File: config.mk
export PLATFORM = sky130hd
export DESIGN_NAME = aer_event_scheduler
export DESIGN_NICKNAME = d
export VERILOG_FILES = /design/src/rtl/aer_event_scheduler.sv
export SDC_FILE = /design/constraint.sdc
export NUM_CORES = 1
export LEC_CHECK = 0
export CORE_AREA = 2 2 131 133
export CTS_CLUSTER_SIZE = 12
export DETAILED_ROUTE_END_ITERATION = 7
export DIE_AREA = 0 0 133 135
export PLACE_DENSITY = 0.78
export SYNTH_ARGS = -nofsm -noshare
export SYNTH_HDL_FRONTEND = slang
export SYNTH_SLANG_ARGS = --single-unit
export TNS_END_PERCENT = 20
File: constraint.sdc
create_clock -name clk -period 5.5 [get_ports clk]
set_input_delay 1.1 -clock clk [delete_from_list [all_inputs] [get_ports clk]]
set_output_delay 1.1 -clock clk [all_outputs]
set_load 0.02 [all_outputs]
File: src/rtl/aer_event_scheduler.sv
// AER event scheduler: pairs row (Y) and column (X) words into events
// and queues them for the RAVENS spike input over valid/ready.
module aer_event_scheduler #(
  parameter int FIFO_DEPTH = 8,
  parameter int CNT_W      = 16
) (
  input  logic                          clk,
  input  logic                          rst,
  input  logic                          en,
  input  logic [9:0]                    aer_word,
  input  logic                          aer_word_valid,
  output logic                          ev_valid,
  input  logic                          ev_ready,
  output logic [7:0]                    ev_x,
  output logic [8:0]                    ev_y,
  output logic                          ev_pol,
  output logic [$clog2(FIFO_DEPTH):0]   fifo_count,
  output logic [CNT_W-1:0]              overflow_count,
  output logic [CNT_W-1:0]              orphan_count
);

  localparam int PW = $clog2(FIFO_DEPTH);
  localparam int CW = PW + 1;
  localparam logic [CW-1:0] FULL = CW'(FIFO_DEPTH);
  localparam logic [CNT_W-1:0] SAT = '1;

  typedef enum logic {
    NO_ROW,
    ROW_VALID
  } state_t;

  state_t state, state_n;

  logic [8:0]    row, row_n;
  logic [17:0]   mem [FIFO_DEPTH];
  logic [PW-1:0] wr_ptr, rd_ptr, rd_nxt;
  logic [CW-1:0] count, count_n;
  logic [17:0]   wdata, head_n;
  logic          x_word, y_word, full, pop;
  logic          push, drop, orphan;

  assign x_word     = en & aer_word_valid & ~aer_word[0];
  assign y_word     = en & aer_word_valid & aer_word[0];
  assign full       = (count == FULL);
  assign ev_valid   = (count != '0);
  assign pop        = ev_valid & ev_ready;
  assign wdata      = {aer_word[9:2], row, aer_word[1]};
  assign fifo_count = count;

  always_ff @(posedge clk) begin
    if (rst) state <= NO_ROW;
    else     state <= state_n;
  end

  always_comb begin
    state_n = state;
    row_n   = row;
    push    = 1'b0;
    drop    = 1'b0;
    orphan  = 1'b0;
    if (!en) begin
      state_n = NO_ROW;
    end else begin
      unique case (state)
        NO_ROW: begin
          orphan = x_word;
          if (y_word) begin
            row_n   = aer_word[9:1];
            state_n = ROW_VALID;
          end
        end
        ROW_VALID: begin
          if (y_word) row_n = aer_word[9:1];
          push = x_word & (~full | pop);
          drop = x_word & full & ~pop;
        end
        default: state_n = NO_ROW;
      endcase
    end
  end

  // A push landing on the next head slot must bypass the array read
  assign rd_nxt  = pop ? rd_ptr + PW'(1) : rd_ptr;
  assign count_n = count + CW'(push) - CW'(pop);
  assign head_n  = (push && wr_ptr == rd_nxt) ? wdata : mem[rd_nxt];

  always_ff @(posedge clk) begin
    if (rst) begin
      row            <= '0;
      wr_ptr         <= '0;
      rd_ptr         <= '0;
      count          <= '0;
      ev_x           <= '0;
      ev_y           <= '0;
      ev_pol         <= 1'b0;
      overflow_count <= '0;
      orphan_count   <= '0;
    end else begin
      row    <= row_n;
      rd_ptr <= rd_nxt;
      count  <= count_n;
      if (push) wr_ptr <= wr_ptr + PW'(1);
      if (count_n != '0) {ev_x, ev_y, ev_pol} <= head_n;
      if (drop && overflow_count != SAT)
        overflow_count <= overflow_count + 1'b1;
      if (orphan && orphan_count != SAT)
        orphan_count <= orphan_count + 1'b1;
    end
  end

  always_ff @(posedge clk) begin
    if (push) mem[wr_ptr] <= wdata;
  end

endmodule

Word level (Yosys, flattened, before mapping). Memory sizes are Yosys's and may differ from the RTL's. A register that Yosys moved wholly into a read port is not among the register bits. Cells that the tools add are included.

Word-level logic and storage cells: 47. Bits in writable memories: 144. Memories: 1. Bits in registers: 52.

Reduce and logical (&&, ||, !) cells: 6. Equality and inequality tests: 3. $add $sub $neg: 6. Muxes and demuxes: 12. Bitwise logic cells: 12.

Memory list: mem (depth 8, bits a word 18, read ports 1, clocked after Yosys merged registers in 1, write ports 1, line 35) `logic [17:0] mem [FIFO_DEPTH];`.

Operators with widths (count): 16-bit by 1-bit adder with 16-bit output (second input constant) (2); 16-bit inequality test (second input constant) (2); 1-bit two-way mux (10); 9-bit two-way mux (1); 4-bit nonzero test (2); 1-bit bitwise AND (7); 3-bit by 1-bit adder with 3-bit output (second input constant) (2); 4-bit by 1-bit adder with 4-bit output (1); 4-bit == test (second input constant) (1); 1-bit NOT (4); 4-bit by 1-bit subtractor with 4-bit output (1); 3-bit two-way mux (1); 1-bit logical AND (2); 2-bit AND reduction (1); 2-bit OR reduction (1); 1-bit OR (1).

Longest topological paths before layout.
Word-level depth: 9. Mapped depth: 18. Depth with buffers taken out: 16.

Worst setup path after synthesis. Ideal clock, no wire load.

Kind: input -> register. Start: in ev_ready. End: mem mem[2][0] (enable). Path slack: 1.230 ns. Buffers on the path: 1. Library setup time: 0.446 ns. Arrival: 3.824 ns. Stages on the path: 6. Cell sequence: buf_2 -> and2b_1 -> nor2_1 -> nor2_2 -> clkinv_1 -> nor4b_1.

Word-level cells in the longest chain between the ends: 7.

RTL lines: start: declaration (line 13) `input logic ev_ready,`; 1-bit bitwise AND (line 46) `assign pop = ev_valid & ev_ready;`; 1-bit OR (line 74) `push = x_word & (~full | pop);`; 1-bit bitwise AND (line 74); 1-bit two-way mux (line 64) `unique case (state)`; 1-bit two-way mux (line 61) `if (!en) begin`; 1-bit two-way mux (line 112) `if (push) mem[wr_ptr] <= wdata;`; 1-bit two-way mux (implied by the code) (line 112); end: declaration (line 35).

Every way passes these cells.

Worst setup path after layout.
Start: in ev_ready. End: reg ev_y[5] (read register of mem).

Word-level cells in the longest chain between the ends: 8. Elaborated cells on any way between the ends: 9. Classes of those cells: 2 x add/sub; 3 x mux; 3 x bitwise; 1 x reduce/logical.

RTL lines: 1-bit bitwise AND (*) (line 46); 1-bit OR (line 74); 1-bit bitwise AND (line 74); 1-bit two-way mux (line 64); 1-bit two-way mux (line 61); 4-bit by 1-bit adder with 4-bit output (line 84) `assign count_n = count + CW'(push) - CW'(pop);`; 4-bit by 1-bit subtractor with 4-bit output (line 84); 4-bit nonzero test (line 103) `if (count_n != '0) {ev_x, ev_y, ev_pol} <= head_n;`; end: declaration (line 15) `output logic [8:0] ev_y,`.

Mark *: on every way between the ends. The rest lies on a longest branch, timed or not. A chain may end at the register's enable or synchronous reset.

==> results.toml <==
[clock_tree]
post_cts_buffers = 0
cts_max_level = 1
holdBufCountCts = 0
numClockSinks = 214
cts_max_path_buffers = 3
numCtsBuffers = 23
cts-root-buf = "clkbuf_16"
cts_resized = 0
cts_tree = "yes"
clk_latency_ps = 510
path_clk_slew_ps = 60

[routing]
drc = 0
via_per_inst = 6.45
wl_met2_um = 11200
drt-pass1-iter-count = 5
drtIter0Drc = 717
avgRoutedWirePerCell_um = 21.5
wl_met1_um = 9080
wl_met3_um = 2140
num_vias = 6956
top_layer = "met4"
wirelength_um = 23200
ant_nets = 0

[setup_path]
cp_slowest_cell = "clkdlybuf4s50_1"
r2r_cells = 17
start_kind = "primary input"
r2r_start = "fifo_count[3]"
path_cells = "clkdlybuf4s50_1 > and2b_1 > nor2_1 > nor2_2 > clkinv_1 > ha_1 > inv_1 > ha_1 > fa_1 > xor2_1 > nor4b_1 > mux2i_2 > buf_4 > o2111ai_2 > nor2_1 > a2111oi_2"
worstPathArrival_ps = 4940
ff2ff_setup_slack_ps = 1460
crit_path_end_kind = "flip-flop"
r2r_end = "ev_y[5]"
crit_type = "in -> reg"
crit_required_ps = 5850
worst_path_largest_cell_delay_ps = 620
crit_fanout = 18

[cells_and_area]
area_delta_synth_final_pct = 17.3
diodes = 0
drive_gt1_frac = 0.105
nFillCells = 1133
multi_input_area_um2 = 3370
regArea_um2 = 5730
fin_area_um2 = 11000
nets = 868
final-instance-count-excl-fill = 1079
utilization = 0.670

[global_route]
grt_usage = 0.261
grt_start_max_net_pins = 71
antenna_found_initial = 0
grt_pass1_vias = 6886
grt_pass1_wl_um = 36500
grt-ovfl-total = 0

[worst_hold_path]
worstHoldStart = "overflow_count[10]"
hold_depth = 2
hold_end = "overflow_count[10]"
holdCritPathClass = "reg -> reg"

[timing]
timing.final.crit_share = 0.833
fin_crit_ps = 4580
drv_slew = 0
tightestPinTransition_ps = 1040
fin_ws_ps = 916
fin_tns_setup_ps = 0
setup_viol = 0
rsz0062_at_grt = "false"
max_freq_mhz = 218
hold_viol_final = 0
skew_ps = 8.94
relSlewSlack = 0.306

[logic_synthesis]
synth_warnings = 0
ys_ff_latch = 214
synth_ff_type = "edfxtp_1"
syn-num-nets = 808
yosysMostFrequentCell = "edfxtp_1"
ys_seq_area_frac = 0.611
synth.distinct_cells = 60
async_reset_ff_frac = 0
netlist_instances = 782
syn_avg_cell_area_um2 = 12.0
yosysTopAreaCell = "edfxtp_1"
synth_edf_count = 144
synthTopCellsByArea = "edfxtp_1 (46%), dfxtp_1 (15%), o221ai_1 (3.4%), nor2_1 (3.0%), mux2i_1 (2.2%)"
synthesis.area_um2 = 9380
synth_top_area_share = 0.461
synth_common_cells = "edfxtp_1 (144), nor2_1 (75), dfxtp_1 (70)"

[power_and_ir_drop]
ir_drop_mv = 0.298
combPwrFrac = 0.343
powerDensity_nw_per_um2 = 465
switching_share = 0.346
clockPowerShare = 0.280
p_int_w = 0.00334
p_seq_frac = 0.377
p_leak_nw = 3.56
power.switching_w = 0.00177

[outcome]
status = "finished clean"

[die]
die_w_um = 133
placementRows = 47
coreArea_um2 = 16400
start_util = 0.571
die_h_um = 135
io_pins = 70
die_area_um2 = 18000

[placement]
pre_cts_ws_ps = 478
dp.cells = 1037
gp_congestion = 0.832
io_buffer_count = 69
dpl.hpwl_um = 13800
place_area_um2 = 10300

[job]
max_cap_viol_count = 0
## per-stage QoR
stage | hold slack [ps] | total power, W
floorplan | 495 | 0.00312
global placement | 495 | 0.00360
detailed placement | 510 | 0.00367
CTS | 524 | 0.00510
global route | 558 | 0.00532
finish | 532 | 0.00511
## registers in the layout, indices dropped and copies added (netlist names)
| register | count |
|---|---|
| rd_ptr | 3 |
| mem | 144 |
| ev_x | 8 |
| row | 9 |
| state | 1 |
| fifo_count | 4 |
| ev_y | 9 |
| orphan_count | 16 |
| wr_ptr | 3 |
| overflow_count | 16 |
| ev_pol | 1 |
## layout by cell type, fill, tap and decap left out, types with 18 or more instances in the layout
master / count
clkdlybuf4s50_1: 68
clkbuf_16: 23
xnor2_1: 20
nand3_1: 26
nor2_1: 75
inv_1: 27
mux2i_1: 20
edfxtp_1: 144
o221ai_1: 36
dfxtp_1: 69
nand2_1: 41
o21ai_0: 22
a21oi_1: 18
o22ai_1: 32
buf_4: 19
## worst max-delay path by stage
stage | startpoint | to | slack, ps | cells after the start
floorplan | ev_ready | mem[2][0] | 1230 | 6
global placement | ev_ready | ev_y[2] | 590 | 16
detailed placement | ev_ready | ev_y[5] | 480 | 16
CTS | ev_ready | ev_y[5] | 980 | 16
global route | ev_ready | ev_x[3] | 610 | 16
finish | ev_ready | ev_y[5] | 920 | 16
## final cells by class
type | instances | share of cell area
well taps | 220 | 0.0250
repair buffers | 88 | 0.0753
flip-flops and latches | 214 | 0.521
clock inverters | 6 | 0.00557
clock buffers | 36 | 0.0577
multi-input cells | 486 | 0.306
inverters | 29 | 0.00990
## critical path, delay by kind of cell
kind	cells	cell delay (ps)
and+or+nand+nor	5	880
buffers and inverters	4	1030
xor gates and xnor gates	1	240
AOI/OAI and AO/OA	2	590
muxes	1	200
adders and majority gates	3	880
## routing by layer
| metal | vias up | global-route usage |
|---|---|---|
| met5 | - | 0 |
| met3 | 69 | 0.0503 |
| met1 | 3383 | 0.332 |
| met4 | 0 | 0.114 |
| li1 | 3133 | - |
| met2 | 371 | 0.438 |
## power by group through the flow
stage,clock network [W],logic [W],registers [W]
3_3_place_gp,0,0.00165,0.00195
5_1_grt,0.00151,0.00188,0.00193
4_1_cts,0.00145,0.00173,0.00192
6_report,0.00143,0.00175,0.00192
3_5_place_dp,0,0.00172,0.00195
2_1_floorplan,0,0.00116,0.00196
## cells by family after synthesis
logic type               count (synthesis)  share of synthesized area
AO/OA/AOI/OAI                          193                      0.153
XOR/XNOR                                33                     0.0308
adder cells (fa/ha/maj)                 11                     0.0155
buffers and inverters                   82                     0.0372
flip-flops                             214                      0.611
multiplexers                            38                     0.0428
AND/OR/NAND/NOR                        211                      0.110
Note: power is estimated with default switching activity, not from simulation.
